File: src/rtl/router_input_unit.sv
// router_input_unit
//   Input port of a 2D-mesh router. It receives flits over a four-phase
//   req/ack link, queues them in a first-word-fall-through FIFO, and presents
//   the head flit to the switch together with a one-hot XY route request.
//   Wormhole routing: a head flit's route is latched and reused for every
//   body flit until the tail flit leaves. Non-head flits that reach the FIFO
//   front while no packet is open are dropped.
//
// Ports
//   clk, rst_n     : clock (rising edge), asynchronous active-low reset
//   in_req/in_ack  : four-phase link handshake; one flit per transaction
//   in_data        : incoming flit {head, tail, ..., dest_x[7:4], dest_y[3:0]}
//   out_valid      : head flit and route are valid
//   out_ready      : switch takes the head flit this cycle
//   out_data       : FIFO head flit
//   out_route      : one-hot request, bits [4:0] = {W, S, E, N, Local}
//   occupancy      : current FIFO entry count
//   max_occupancy  : occupancy high-water mark (only with ROUTER_INPUT_STATS_EN)
//
// Configuration
//   ROUTER_INPUT_STATS_EN : define to add the max_occupancy statistics port.

module router_input_unit #(
    parameter int WIDTH   = 32,
    parameter int DEPTH   = 4,
    parameter int X_COORD = 0,
    parameter int Y_COORD = 0
) (
    input  logic                     clk,
    input  logic                     rst_n,
    input  logic                     in_req,
    output logic                     in_ack,
    input  logic [WIDTH-1:0]         in_data,
    output logic                     out_valid,
    input  logic                     out_ready,
    output logic [WIDTH-1:0]         out_data,
    output logic [4:0]               out_route,
    output logic [$clog2(DEPTH):0]   occupancy
`ifdef ROUTER_INPUT_STATS_EN
    ,
    output logic [$clog2(DEPTH):0]   max_occupancy
`endif
);

    localparam int AW = $clog2(DEPTH);
    localparam int CW = AW + 1;
    localparam logic [3:0] MY_X = 4'(X_COORD);
    localparam logic [3:0] MY_Y = 4'(Y_COORD);

    typedef enum logic { LINK_IDLE, LINK_HOLD } link_state_e;
    typedef enum logic { RT_HEAD,   RT_BODY   } rt_state_e;

    link_state_e       link_state_q, link_state_d;
    logic              in_ack_q, in_ack_d;
    rt_state_e         rt_state_q, rt_state_d;
    logic [4:0]        route_q, route_d;
    logic [AW-1:0]     wr_ptr_q, wr_ptr_d;
    logic [AW-1:0]     rd_ptr_q, rd_ptr_d;
    logic [CW-1:0]     count_q, count_d;

    logic [WIDTH-1:0]  fifo_mem [DEPTH];
    logic [WIDTH-1:0]  front_flit;
    logic              not_empty, full, is_head, is_tail;
    logic              drop, take, pop, push;
    logic [4:0]        calc_route;

    // ------------------------------------------------------------------
    // FIFO front decode and handshake qualifiers
    // ------------------------------------------------------------------
    assign front_flit = fifo_mem[rd_ptr_q];
    assign not_empty  = (count_q != '0);
    assign full       = (count_q == CW'(DEPTH));
    assign is_head    = front_flit[WIDTH-1];
    assign is_tail    = front_flit[WIDTH-2];

    // A stray body flit with no open packet is discarded without being shown.
    assign drop = not_empty && (rt_state_q == RT_HEAD) && !is_head;
    assign take = out_valid && out_ready;
    assign pop  = drop || take;
    // A pop in the same cycle frees a slot, so a full FIFO can still accept.
    assign push = (link_state_q == LINK_IDLE) && in_req && (!full || pop);

    assign out_valid = not_empty && !drop;
    assign out_data  = front_flit;
    assign occupancy = count_q;
    assign in_ack    = in_ack_q;

    // XY dimension-order route of the flit at the FIFO front.
    always_comb begin
        calc_route = 5'b00001;
        if (front_flit[7:4] > MY_X)      calc_route = 5'b00100;
        else if (front_flit[7:4] < MY_X) calc_route = 5'b10000;
        else if (front_flit[3:0] > MY_Y) calc_route = 5'b01000;
        else if (front_flit[3:0] < MY_Y) calc_route = 5'b00010;
    end

    always_comb begin
        out_route = 5'b00000;
        if (out_valid) out_route = (rt_state_q == RT_HEAD) ? calc_route : route_q;
    end

    // ------------------------------------------------------------------
    // Next-state logic
    // ------------------------------------------------------------------
    // NOTE: every signal gets a default at the top of the block so no path
    // leaves it unassigned, which would otherwise infer a latch.
    always_comb begin
        link_state_d = link_state_q;
        rt_state_d   = rt_state_q;
        route_d      = route_q;
        wr_ptr_d     = wr_ptr_q;
        rd_ptr_d     = rd_ptr_q;
        count_d      = count_q;

        unique case (link_state_q)
            LINK_IDLE: if (push)    link_state_d = LINK_HOLD;
            LINK_HOLD: if (!in_req) link_state_d = LINK_IDLE;
            default:                link_state_d = LINK_IDLE;
        endcase

        // Pointers wrap naturally since DEPTH is a power of two.
        if (push) wr_ptr_d = wr_ptr_q + 1'b1;
        if (pop)  rd_ptr_d = rd_ptr_q + 1'b1;
        count_d = count_q + CW'(push) - CW'(pop);

        if (take) begin
            if (is_tail) begin
                rt_state_d = RT_HEAD;
            end else if (rt_state_q == RT_HEAD) begin
                rt_state_d = RT_BODY;
                route_d    = calc_route;
            end
        end
    end

    assign in_ack_d = (link_state_d == LINK_HOLD);

    // ------------------------------------------------------------------
    // State registers
    // ------------------------------------------------------------------
    // NOTE: sequential state uses non-blocking assignments so every flop
    // samples the pre-edge value of the others, independent of block order.
    always_ff @(posedge clk or negedge rst_n) begin
        if (!rst_n) begin
            link_state_q <= LINK_IDLE;
            in_ack_q     <= 1'b0;
            rt_state_q   <= RT_HEAD;
            route_q      <= 5'b00000;
            wr_ptr_q     <= '0;
            rd_ptr_q     <= '0;
            count_q      <= '0;
        end else begin
            link_state_q <= link_state_d;
            in_ack_q     <= in_ack_d;
            rt_state_q   <= rt_state_d;
            route_q      <= route_d;
            wr_ptr_q     <= wr_ptr_d;
            rd_ptr_q     <= rd_ptr_d;
            count_q      <= count_d;
        end
    end

    // NOTE: the storage array has no reset; clearing the count is enough to
    // discard its contents, and stale entries are never presented as valid.
    always_ff @(posedge clk) begin
        if (push) fifo_mem[wr_ptr_q] <= in_data;
    end

`ifdef ROUTER_INPUT_STATS_EN
    logic [CW-1:0] max_occ_q, max_occ_d;

    // Tracks the post-edge count, so it never reads below occupancy;
    // bounded by DEPTH because the count is.
    assign max_occ_d     = (count_d > max_occ_q) ? count_d : max_occ_q;
    assign max_occupancy = max_occ_q;

    always_ff @(posedge clk or negedge rst_n) begin
        if (!rst_n) max_occ_q <= '0;
        else        max_occ_q <= max_occ_d;
    end
`endif

endmodule

File: config.mk
export PLATFORM = sky130hd
export DESIGN_NAME = router_input_unit
export DESIGN_NICKNAME = d
export VERILOG_FILES = /design/src/rtl/router_input_unit.sv
export SDC_FILE = /design/constraint.sdc
export NUM_CORES = 1
export LEC_CHECK = 0
export ABC_AREA = 0
export CAP_MARGIN = 20
export CORE_MARGIN = 1.5
export CORE_UTILIZATION = 28
export CTS_BUF_LIST = sky130_fd_sc_hd__clkbuf_4 sky130_fd_sc_hd__clkbuf_8
export DETAILED_ROUTE_END_ITERATION = 10
export PLACE_DENSITY = 0.59
export SYNTH_ARGS = -nofsm -noshare
export SYNTH_HDL_FRONTEND = slang
export SYNTH_SLANG_ARGS = --single-unit
File: constraint.sdc
create_clock -name clk -period 2.7 [get_ports clk]
set_input_delay 0.405 -clock clk [delete_from_list [all_inputs] [get_ports clk]]
set_output_delay 0.405 -clock clk [all_outputs]
set_load 0.05 [all_outputs]
==> results of run 1 <==
-- what timing repair did --
item / 4_1_cts / 5_1_grt
pin swaps: 2 / 5
endpoints found under the setup margin: 5 / 10
gates resized for setup: 14 / 12
endpoints found under the hold margin: 0 / 0
buffers inserted: 4 / 3
-- state kept, by name (all words and copies together) (netlist names) --
register    flops
fifo_mem      128
route_q         5
occupancy       3
rd_ptr_q        2
wr_ptr_q        2
in_ack          1
rt_state_q      1
-- worst min path at each step --
stage	cells past startpoint	end	slack, ps
floorplan	0	in_ack$_DFF_PN0_	110
global placement	1	route_q[2]$_DFFE_PN0P_	470
detailed placement	1	route_q[4]$_DFFE_PN0P_	490
CTS	1	route_q[4]$_DFFE_PN0P_	370
global route	1	route_q[0]$_DFFE_PN0P_	420
finish	1	rd_ptr_q[1]$_DFFE_PN0N_	390
-- placed cells by master (no fill, tap or decap), types with 4 or more instances in the layout --
master and instances:
mux2i_1 6, clkdlybuf4s50_1 39, edfxtp_1 128, clkbuf_8 19, nand2_1 4, mux4_2 29, and2_2 4, buf_6 5
inv_1 12, dfrtp_1 12, buf_12 7, buf_4 49, ha_1 6
-- synthesized netlist by cell type, types with 4 or more instances --
cell type,count
and2_1,5
buf_2,4
dfrtp_1,14
edfxtp_1,128
ha_1,6
inv_1,12
mux2i_1,6
mux4_1,5
mux4_2,25
nand2_1,4
-- stage by stage --
step                      hold slack, ps  instances  worst slack (ps)  setup TNS [ps]
final                                390        640              -229            -561
after global routing                 417        640              -346           -1030
after CTS                            374        637              -290            -745
after detailed placement             486        601             -26.4           -26.4
after global placement               466        601             -25.6           -25.6
after floorplan                      109        251             -94.1            -126
-- metal layers --
| metal | track usage [%] | vias to the layer above | share of wire, % |
|---|---|---|---|
| met5 | 0 | - | 0 |
| li1 | - | 1252 | - |
| met3 | 4.16 | 14 | 4.7 |
| met4 | 4.50 | 0 | 1.7 |
| met1 | 13.7 | 1399 | 44 |
| met2 | 18.3 | 67 | 50 |
-- cells by family (layout without fill, tap and decap cells) --
| kind of cell | Yosys count | after routing | synth area share (%) |
|---|---|---|---|
| compound gates | 10 | 10 | 1.62 |
| xor+xnor | 5 | 5 | 0.800 |
| fa+ha+maj | 7 | 7 | 1.74 |
| flops | 142 | 142 | 76.6 |
| simple gates | 30 | 30 | 3.54 |
| buf+inv | 20 | 149 | 1.74 |
| mux | 37 | 37 | 14.0 |
-- power by group through the flow --
stage,registers [mW],clock network (mW),logic (mW)
floorplan,2.93,0,2.41
global placement,2.90,0,3.58
detailed placement,2.92,0,3.60
CTS,2.86,1.81,3.74
global route,2.89,1.90,3.97
finish,2.86,1.74,3.74
-- final cells by class --
class	count	area, µm²	area share, %
clock buffer	21	277	3.84
clock inverter	11	140	1.94
inverter	12	45.0	0.625
multi-input combinational	89	1220	16.9
sequential	142	4200	58.2
tap	260	325	4.51
timing repair buffer	105	1000	13.9
-- worst max-delay path: cells and delay by family (launching register included) --
family,cells,cell delay (ps)
AOI/OAI and AO/OA,1,160
buffers and inverters,3,460
DFF,1,490
muxes,1,380
and+or+nand+nor,2,590
==> flow_metrics.tcl, run 1 <==
set metrics [dict create \
    synth_seq_cells 142 \
    cts.path.max_buffers 2 \
    cp-start-kind "flip-flop" \
    synth.net_count 294 \
    finalSetupViolCount 3 \
    reg2reg_to "occupancy[2]$_DFF_PN0_" \
    place_congestion 0.733 \
    comb_power_share_pct 44.9 \
    ff2ff_path_depth 12 \
    diodes 0 \
    drc_errors 0 \
    h-tree-depth 4 \
    p_leak_nw 2.53 \
    die_w_um 143 \
    worstPathArrival_ps 2520 \
    skew_ps 10.2 \
    wl_um 10600 \
    clock_power_share_pct 20.9 \
    cts.sinks 142 \
    fin_crit_ps 2930 \
    max-slew-margin-rel_pct 52.9 \
    port_buffers 77 \
    worstPathCellList "buf_4 -> mux4_2 -> nor4_4 -> buf_4 -> or4_4 -> a21oi_4 -> buf_12" \
    cts_root_buffer "clkbuf_8" \
    crit_type "flip-flop to output port" \
    netlist_instances 251 \
    drv_cap 0 \
    crit_end "out_route[3]" \
    violations "setup timing" \
    clock_latency_ps 440 \
    synth_area_um2 5480 \
    yosys_warnings 0 \
    syn_area_per_cell_um2 21.8 \
    first_iter_violations 112 \
    post_drt_wl_per_cell_um 16.5 \
    fin_ws_ps -229 \
    run_status "finished, violations left" \
    min_path_type "primary input to asynchronous set/reset pin" \
    final.fill_count 1756 \
    synthArstFlopShare_pct 9.86 \
    row_count 50 \
    swShare_pct 38.4 \
    p_int_mw 5.14 \
    fin_total_pwr_mw 8.34 \
    final-hold-violation-count 0 \
    final_cell_area_um2 7210 \
    fin_util_pct 38.0 \
    placed_cell_area_um2 6700 \
    vias 2732 \
    cp_common_cell "buf_4" \
    cts_tree "done" \
    dieArea_um2 20400 \
    cp_slowest_stage_delay_ps 530 \
    tightest_slew_ps 705 \
    grt-ovfl-total 0 \
    worstReg2RegStart "rd_ptr_q[0]$_DFFE_PN0N_" \
    cts_made_buffers 17 \
    path_clk_slew_ps 80 \
    layout.nets 410 \
    synth_edf_count 128 \
    track_usage_pct 11.3 \
    synthTopCellsByArea "edfxtp_1 (70%), mux4_2 (10%), dfrtp_1 (6.4%)" \
    cp-startpoint "rd_ptr_q[0]$_DFFE_PN0N_" \
    p_sw_mw 3.21 \
    antenna_found_initial 0 \
    core_area_um2 19000 \
    areaGrowthSynthToFinish_pct 31.6 \
    powerDensity_nw_per_um2 1160 \
    die_y_um 143 \
    drv_slew 0 \
    synthDistinctLibCells 39 \
    cp.required_ps 2300 \
    ios 78 \
    peakVddDrop_mv 0.732 \
    rrSetupSlack_ps 80 \
    finalCritPeriodShare_pct 108 \
    grt_pass1_vias 3070 \
    initial_core_util_pct 28.9 \
    drive_above_1_share_pct 37.4 \
    seq_area_frac_synth_pct 76.6 \
    dp_hpwl_um 6910 \
    crit_fanout 8 \
    synth_ff_type "edfxtp_1" \
    max_freq_mhz 341 \
    rsz0062_at_grt "true" \
    grt_max_degree 25 \
    cts_hold_repair.buffers 0 \
    slowest_stage "or4_4" \
    yosysTopAreaCellShare_pct 70.2 \
    ant_nets 0 \
    avgViaCountPerCell 4.27 \
    grt_pass1_wl_um 16700 \
    drtPass1Iterations 4 \
    critPathCaptureType "output port" \
    synth_area_leader_cell "edfxtp_1" \
    seqPwrFrac_pct 34.3 \
]
Note: power is estimated with default switching activity, not from simulation.
==> inputs of run 2 (changes only) <==
--- a/config.mk
+++ b/config.mk
@@ -8,10 +8,11 @@
 export ABC_AREA = 0
 export CAP_MARGIN = 20
 export CORE_MARGIN = 1.5
-export CORE_UTILIZATION = 28
+export CORE_UTILIZATION = 51
 export CTS_BUF_LIST = sky130_fd_sc_hd__clkbuf_4 sky130_fd_sc_hd__clkbuf_8
 export DETAILED_ROUTE_END_ITERATION = 10
-export PLACE_DENSITY = 0.59
+export HOLD_SLACK_MARGIN = 0.05
+export PLACE_DENSITY = 0.89
 export SYNTH_ARGS = -nofsm -noshare
 export SYNTH_HDL_FRONTEND = slang
 export SYNTH_SLANG_ARGS = --single-unit
==> flow_metrics.tcl, run 2 (synthesized netlist as in run 1, its figures left out) <==
set metrics [dict create \
    crit_fanout 9 \
    p_int_mw 4.98 \
    swShare_pct 39.4 \
    max_freq_mhz 342 \
    p_sw_mw 3.23 \
    powerDensity_nw_per_um2 1170 \
    drv_slew 0 \
    finalCritPeriodShare_pct 108 \
    path_clk_slew_ps 80 \
    tightest_slew_ps 639 \
    skew_ps 14.4 \
    grt_pass1_vias 2926 \
    violations "setup timing" \
    die_y_um 107 \
    final.fill_count 680 \
    fin_crit_ps 2920 \
    cts_root_buffer "clkbuf_8" \
    cts_tree "done" \
    areaGrowthSynthToFinish_pct 27.7 \
    p_leak_nw 2.50 \
    cp-start-kind "flip-flop" \
    row_count 37 \
    cp.required_ps 2300 \
    first_iter_violations 181 \
    fin_ws_ps -220 \
    antenna_found_initial 0 \
    top_register "fifo_mem" \
    worstPathArrival_ps 2520 \
    core_area_um2 10400 \
    cts.path.max_buffers 2 \
    dp_hpwl_um 6350 \
    h-tree-depth 4 \
    clock_latency_ps 420 \
    ant_nets 0 \
    drc_errors 0 \
    max-slew-margin-rel_pct 57.3 \
    vias 2800 \
    dieArea_um2 11400 \
    port_buffers 77 \
    die_w_um 107 \
    clock_power_share_pct 20.0 \
    initial_core_util_pct 52.8 \
    drtPass1Iterations 4 \
    critPathCaptureType "output port" \
    drv_cap 0 \
    final-hold-violation-count 0 \
    seqPwrFrac_pct 34.8 \
    avgViaCountPerCell 5.49 \
    drive_above_1_share_pct 36.6 \
    peakVddDrop_mv 0.657 \
    track_usage_pct 18.7 \
    grt_max_degree 22 \
    crit_type "flip-flop to output port" \
    run_status "finished, violations left" \
    mostFrequentLayoutCell "edfxtp_1" \
    place_congestion 0.746 \
    register_area_um2 4200 \
    largest_reg_flops 128 \
    layout.nets 404 \
    wl_um 9760 \
    finalSetupViolCount 3 \
    cts.sinks 142 \
    min_path_type "primary input to asynchronous set/reset pin" \
    hold_slack_ps 379 \
    stdcell_count 510 \
    mostFrequentLayoutCells "edfxtp_1 (128), buf_4 (50), clkdlybuf4s50_1 (39), mux4_2 (26), clkbuf_8 (17)" \
    multi_input_area_um2 1260 \
    post_drt_wl_per_cell_um 19.1 \
    grt_pass1_wl_um 15500 \
    grt-ovfl-total 0 \
    cts_hold_repair.buffers 0 \
    dp.cells 473 \
    diodes 0 \
    ios 78 \
    rsz0062_at_grt "true" \
    comb_power_share_pct 45.1 \
    cts_made_buffers 17 \
]
==> run 2: changes by cell type in the layout (fill, tap and decap cells not counted), sizes merged <==
cell and delta:
buf -4, bufinv -1, inv +3, clkbuf -5, clkinv +1
==> run 2: layer usage <==
layer  GRT usage (%)  vias to the layer above  routed length (µm)
met3            5.78                       13                 633
met1            24.0                     1439                4000
met2            29.7                       95                4980
met4            8.00                        0                 145
li1                -                     1253                   -
met5               0                        -                   0
==> run 2: layout make-up <==
type	instances	share of cell area (%)
Timing Repair Buffer	99	13.2
Inverter	12	0.644
Sequential cell	142	60.0
Clock buffer	18	3.45
Multi-Input combinational cell	89	18.0
Clock inverter	14	2.25
Tap cell	136	2.43
==> run 2: path summary, 6_finish.rpt <==
kind,from,end,slack [ps],cells past startpoint
min in group clk,route_q[2]$_DFFE_PN0P_,route_q[2]$_DFFE_PN0P_,480,1
max reg2reg,rd_ptr_q[0]$_DFFE_PN0N_,occupancy[2]$_DFF_PN0_,100,12
min,rst_n,wr_ptr_q[0]$_DFFE_PN0P_,380,1
min reg2reg,route_q[2]$_DFFE_PN0P_,route_q[2]$_DFFE_PN0P_,480,1
max in group asynchronous,rst_n,rd_ptr_q[0]$_DFFE_PN0N_,1860,1
max,rd_ptr_q[0]$_DFFE_PN0N_,out_route[3],-220,6
==> run 2: critical path: stages (launching register included) <==
cell	delay (ps)
dfrtp_2	400
buf_12	140
mux4_2	530
or2_4	290
or4_4	440
a21oi_4	160
buf_12	150
==> run 2: timing repair <==
item | CTS | global route
buffers inserted | 3 | 2
endpoints found under the setup margin | 3 | 9
pin swaps | 1 | 3
gates resized for setup | 5 | 13
hold endpoints to repair | 0 | 0
==> run 2: per-stage QoR <==
step	utilization, %	setup slack [ps]	cell area, µm²	setup TNS [ps]	power (mW)
after floorplan	-	-94.1	5480	-126	5.35
after global placement	62.5	3.66	6480	0	6.39
after detailed placement	62.5	-92.9	6480	-92.9	6.46
after CTS	66.8	-262	6930	-650	8.19
after global routing	67.5	-311	7000	-851	8.57
final	67.5	-220	7000	-533	8.22
==> run 2: power by group through the flow <==
stage	sequential (mW)	clock [mW]	combinational, mW
floorplan	2.93	0	2.41
global placement	2.87	0	3.51
detailed placement	2.90	0	3.56
CTS	2.85	1.69	3.65
global route	2.89	1.78	3.90
finish	2.86	1.65	3.71
